$ cat src/rtl/uart_tx_serial.sv
// uart_tx_serial: framed UART transmitter (start, LSB-first data,
// optional parity, 1-2 stop bits), bit period = RCONST clocks.
module uart_tx_serial #(
  parameter int RCONST    = 868,
  parameter int DATA_BITS = 8,
  parameter int PARITY    = 0,
  parameter int STOP_BITS = 1
) (
  input  logic       clk100,
  input  logic       reset,
  input  logic [7:0] sbyte,
  input  logic       send,
  output logic       tx,
  output logic       busy
);

  localparam int P     = (PARITY != 0) ? 1 : 0;
  localparam int NBITS = 1 + DATA_BITS + P + STOP_BITS;
  localparam int DW    = (RCONST > 2) ? $clog2(RCONST) : 1;

  localparam logic [DW-1:0] DIV_MAX   = DW'(RCONST - 1);
  localparam logic [3:0]    LAST_DATA = 4'(DATA_BITS);
  localparam logic [3:0]    LAST_BIT  = 4'(NBITS - 1);
  localparam logic [7:0]    MASK      = 8'((1 << DATA_BITS) - 1);

  typedef enum logic [2:0] {
    S_IDLE,
    S_START,
    S_DATA,
    S_PARITY,
    S_STOP
  } state_t;

  state_t        r_state, w_state_n;
  logic [DW-1:0] r_div, w_div_n;
  logic [3:0]    r_cnt, w_cnt_n;
  logic [7:0]    r_shift, w_shift_n;
  logic          r_par, w_par_n;
  logic          r_tx, w_tx_n;
  logic          r_busy, w_busy_n;

  logic [7:0] w_data;
  logic       w_bound;
  logic       w_frame_end;
  logic       w_accept;

  assign w_data      = sbyte & MASK;
  assign w_bound     = (r_div == DIV_MAX);
  assign w_frame_end = (r_state == S_STOP) && w_bound
                     && (r_cnt == LAST_BIT);
  // accepting on the last stop edge keeps streamed frames gap-free
  assign w_accept    = send && ((r_state == S_IDLE) || w_frame_end);

  always_ff @(posedge clk100 or negedge reset) begin
    if (!reset) begin
      r_state <= S_IDLE;
      r_div   <= '0;
      r_cnt   <= '0;
      r_shift <= '0;
      r_par   <= 1'b0;
      r_tx    <= 1'b1;
      r_busy  <= 1'b0;
    end else begin
      r_state <= w_state_n;
      r_div   <= w_div_n;
      r_cnt   <= w_cnt_n;
      r_shift <= w_shift_n;
      r_par   <= w_par_n;
      r_tx    <= w_tx_n;
      r_busy  <= w_busy_n;
    end
  end

  always_comb begin
    w_state_n = r_state;
    w_div_n   = r_div;
    w_cnt_n   = r_cnt;
    w_shift_n = r_shift;
    w_par_n   = r_par;
    w_tx_n    = r_tx;
    w_busy_n  = r_busy;

    if (r_state != S_IDLE) begin
      if (w_bound) begin
        w_div_n = '0;
        w_cnt_n = r_cnt + 4'd1;
      end else begin
        w_div_n = r_div + DW'(1);
      end
    end

    unique case (r_state)
      S_IDLE: begin
        w_tx_n   = 1'b1;
        w_busy_n = 1'b0;
      end
      S_START: begin
        if (w_bound) begin
          w_state_n = S_DATA;
          w_tx_n    = r_shift[0];
          w_shift_n = {1'b0, r_shift[7:1]};
        end
      end
      S_DATA: begin
        if (w_bound) begin
          if (r_cnt == LAST_DATA) begin
            if (P != 0) begin
              w_state_n = S_PARITY;
              w_tx_n    = r_par;
            end else begin
              w_state_n = S_STOP;
              w_tx_n    = 1'b1;
            end
          end else begin
            w_tx_n    = r_shift[0];
            w_shift_n = {1'b0, r_shift[7:1]};
          end
        end
      end
      S_PARITY: begin
        if (w_bound) begin
          w_state_n = S_STOP;
          w_tx_n    = 1'b1;
        end
      end
      S_STOP: begin
        if (w_frame_end) begin
          w_state_n = S_IDLE;
          w_tx_n    = 1'b1;
          w_busy_n  = 1'b0;
          w_cnt_n   = '0;
        end
      end
      default: begin
        w_state_n = S_IDLE;
      end
    endcase

    if (w_accept) begin
      w_state_n = S_START;
      w_div_n   = '0;
      w_cnt_n   = '0;
      w_shift_n = w_data;
      w_par_n   = (PARITY == 1) ? ~(^w_data) : (^w_data);
      w_tx_n    = 1'b0;
      w_busy_n  = 1'b1;
    end
  end

  assign tx   = r_tx;
  assign busy = r_busy;

endmodule

$ cat config.mk
export PLATFORM = sky130hd
export DESIGN_NAME = uart_tx_serial
export DESIGN_NICKNAME = d
export VERILOG_FILES = /design/src/rtl/uart_tx_serial.sv
export SDC_FILE = /design/constraint.sdc
export NUM_CORES = 1
export LEC_CHECK = 0
export ABC_AREA = 0
export BUFFER_PORTS_ARGS = -buffer_cell sky130_fd_sc_hd__buf_2
export CAP_MARGIN = 20
export CORE_ASPECT_RATIO = 1.5
export CORE_MARGIN = 2
export CORE_UTILIZATION = 58
export DETAILED_ROUTE_END_ITERATION = 8
export PLACE_DENSITY = 0.75
export SLEW_MARGIN = 20
export SYNTH_ARGS = -nofsm -noshare
export SYNTH_HDL_FRONTEND = slang
export SYNTH_SLANG_ARGS = --single-unit
$ cat constraint.sdc
create_clock -name clk100 -period 3 [get_ports clk100]
set_input_delay 0.6 -clock clk100 [delete_from_list [all_inputs] [get_ports clk100]]
set_output_delay 0.6 -clock clk100 [all_outputs]
set_load 0.01 [all_outputs]
==> flow_summary_export.csv <==
group,metric,value,unit
status,run_status,"finished clean",
sta,grt_setup_unrepaired,"false",
drt,drt-pass1-iter-count,4,
sta,setup_violations,0,
placement,hpwl,2.25,mm
grt,grt_antenna_before_repair,0,
synthesis,synth_edf_count,0,
floorplan,die_area,2970,um2
floorplan,die_h,65.8,um
cts,clk_path_buf_depth,2,
worst_setup_path,crit_required,3220,ps
worst_setup_path,crit_chain,"or3_4 > or4_1 > a21bo_1 > o22ai_2 > a2bb2oi_1",
synthesis,async_flop_share,100,%
final_layout,seq_area,677,um2
synthesis,synth_most_common_cell,"dfrtp_1",
synthesis,netlist_area,1480,um2
synthesis,synth_top_area_share,44.1,%
synthesis,yosys_warnings,0,
drt,antenna_left,0,
synthesis,synth-main-ff-cell,"dfrtp_1",
drt,viasPerCell,6.41,
synthesis,syn_avg_cell_area,10.0,um2
cts,cts_sinks,27,
sta,finalCritPeriodShare,78.9,%
worst_setup_path,cp_num_buf_inv,0,
synthesis,ys_seq_elements,27,
grt,grt_pass1_vias,1230,
floorplan,die_x,45.2,um
final_layout,drive_above_1_share,20.3,%
worst_setup_path,r2r_slack,630,ps
final_layout,area_delta_synth_final,6.27,%
drt,finalWirelength,3.02,mm
final_layout,antenna_cells,0,
worst_setup_path,critPathMaxFanout,10,
floorplan,initial_core_util,61.0,%
cts,cts_tree,"done",
worst_setup_path,critPathTopFamily,"simple AND/OR/NAND/NOR gates",
synthesis,syn_inst,147,
synthesis,synth_cell_type_count,41,
job,maxCapViolCount,0,
final_layout,nFillCells,222,
cts,cts-hold-fix-buffers,0,
worst_hold_path,worstHoldPathType,"input port to asynchronous set/reset pin",
sta,hold_viol,0,
sta,worst_clock_skew,7.33,ps
floorplan,core,2420,um2
grt,grt_max_degree,28,
placement,place_inst,178,
power,p_leak,0.703,nW
sta,finalSetupTns,0,ps
sta,fin_crit,2370,ps
worst_setup_path,cpPeakStageDelay,690,ps
power,ir_worst_vdd,0.000261,V
synthesis,yosysTopAreaCell,"dfrtp_1",
power,power_density,342,nW/um2
placement,port_buffers,12,
worst_setup_path,worst_ep_arrival_time,2580,ps
synthesis,yosys-top-cells-area,"dfrtp_1 (44%), o22ai_2 (5.9%), nor2_1 (4.8%)",
sta,worstMarginPinSlew,643,ps
synthesis,synth_nets,162,
final_layout,layoutNonFillerInstCount,182,
final_layout,multi_input_comb_area,744,um2
sta,max_freq,423,MHz
cts,root_buffer,"clkbuf_4",
cts,postCtsSetupBuffers,0,
cts,clk_pin_slew,140,ps
worst_setup_path,critPathKind,"register to register",
cts,cts_buffers,3,
floorplan,core.rowCount,22,
final_layout,fin_nets,174,
cts,htree_levels,1,
sta,slew_viol_final,0,
grt,grt_pass1_wl,5.09,mm
drt,wire_per_inst,16.6,um
worst_setup_path,worstSetupEndpointType,"register",
placement,gp_congestion,0.819,
drt,drc,0,
grt,grt_use_total,23.1,%
drt,dr.first_iter.drc_count,29,
cts,clkLatencyLatePin,330,ps
cts,ctsResizeCount,0,
drt,vias,1166,
grt,gr-total-overflow,0,
synthesis,ys_seq_area_share,45.8,%
worst_setup_path,cp-start-kind,"register",
floorplan,io_pins,13,
worst_setup_path,slowest_stage,"or4_1",
sta,slew-limit-headroom,57.0,%
synthesis,ys_top_cells_by_count,"dfrtp_1 (26), nor2_1 (19), nand2_1 (14)",
-- state kept, by name, indices dropped and copies added, names as in the netlist --
| name | cells |
|---|---|
| r_state | 3 |
| r_cnt | 4 |
| busy | 1 |
| tx | 1 |
| r_div | 10 |
| r_shift | 8 |
-- layout by cell type (no fill, tap or decap), drive strengths merged, types with 2 or more instances in the layout --
master / instances
dfrtp: 26
nor2: 19
nand2: 14
buf: 13
o22ai: 8
a2bb2oi: 7
inv: 6
nand4: 6
xnor2: 5
nor3: 5
o21ai: 4
nand3: 4
ha: 4
or3: 4
nand4b: 3
a21oi: 3
xor2: 3
clkbuf: 3
or4: 2
a31oi: 2
-- layer usage --
| metal | GRT usage (%) | share of wire, % | vias up |
|---|---|---|---|
| li1 | - | - | 557 |
| met1 | 24.3 | 39 | 576 |
| met2 | 42.9 | 55 | 21 |
| met3 | 1.64 | 2.7 | 12 |
| met4 | 12.9 | 2.7 | 0 |
| met5 | 0 | 0 | - |
-- cells by family after synthesis --
logic type	share of synthesized area, %
DFF	45.8
xor gates and xnor gates	4.75
and+or+nand+nor	22.1
muxes	1.44
buffers and inverters	3.73
AOI/OAI and AO/OA	18.7
adders and majority gates	3.39
-- worst register-to-register path, stage by stage, from the launching register on --
cell	delay, ps
dfrtp_1	450
or3_4	420
or4_1	690
a21bo_1	410
o22ai_2	200
a2bb2oi_1	90
-- through the flow --
step	setup slack, ps	power [mW]	hold slack, ps	instance area (um2)	util (%)
floorplan	902	0.371	304	1480	-
global placement	763	0.386	457	1540	63.6
detailed placement	686	0.387	462	1540	63.6
CTS	650	0.544	251	1570	64.8
global route	559	0.556	280	1570	64.8
finish	634	0.537	235	1570	64.8
-- worst paths after layout --
path	from	to	cells past startpoint
max	r_div[3]	r_shift[1]	5
min	reset	r_shift[4]	1
max reg2reg	r_div[3]	r_shift[1]	5
min reg2reg	busy	busy	2
max in group asynchronous	reset	tx	1
min in group clk100	busy	busy	2
-- final cells by class --
class                      count  area share (%)
multi-input combinational    108            47.4
sequential                    27            43.1
timing repair buffer          13            4.31
tap                           24            1.91
clock buffer                   3            1.44
inverter                       6            1.44
clock inverter                 1           0.319
-- where the power goes --
| group | total [mW] | internal [mW] | switching [mW] |
|---|---|---|---|
| sequential | 0.364 | 0.364 | 0 |
| combinational | 0.0150 | 0.00487 | 0.0102 |
| clock | 0.158 | 0.0502 | 0.108 |
No activity file was read; power rests on OpenSTA's default activity.
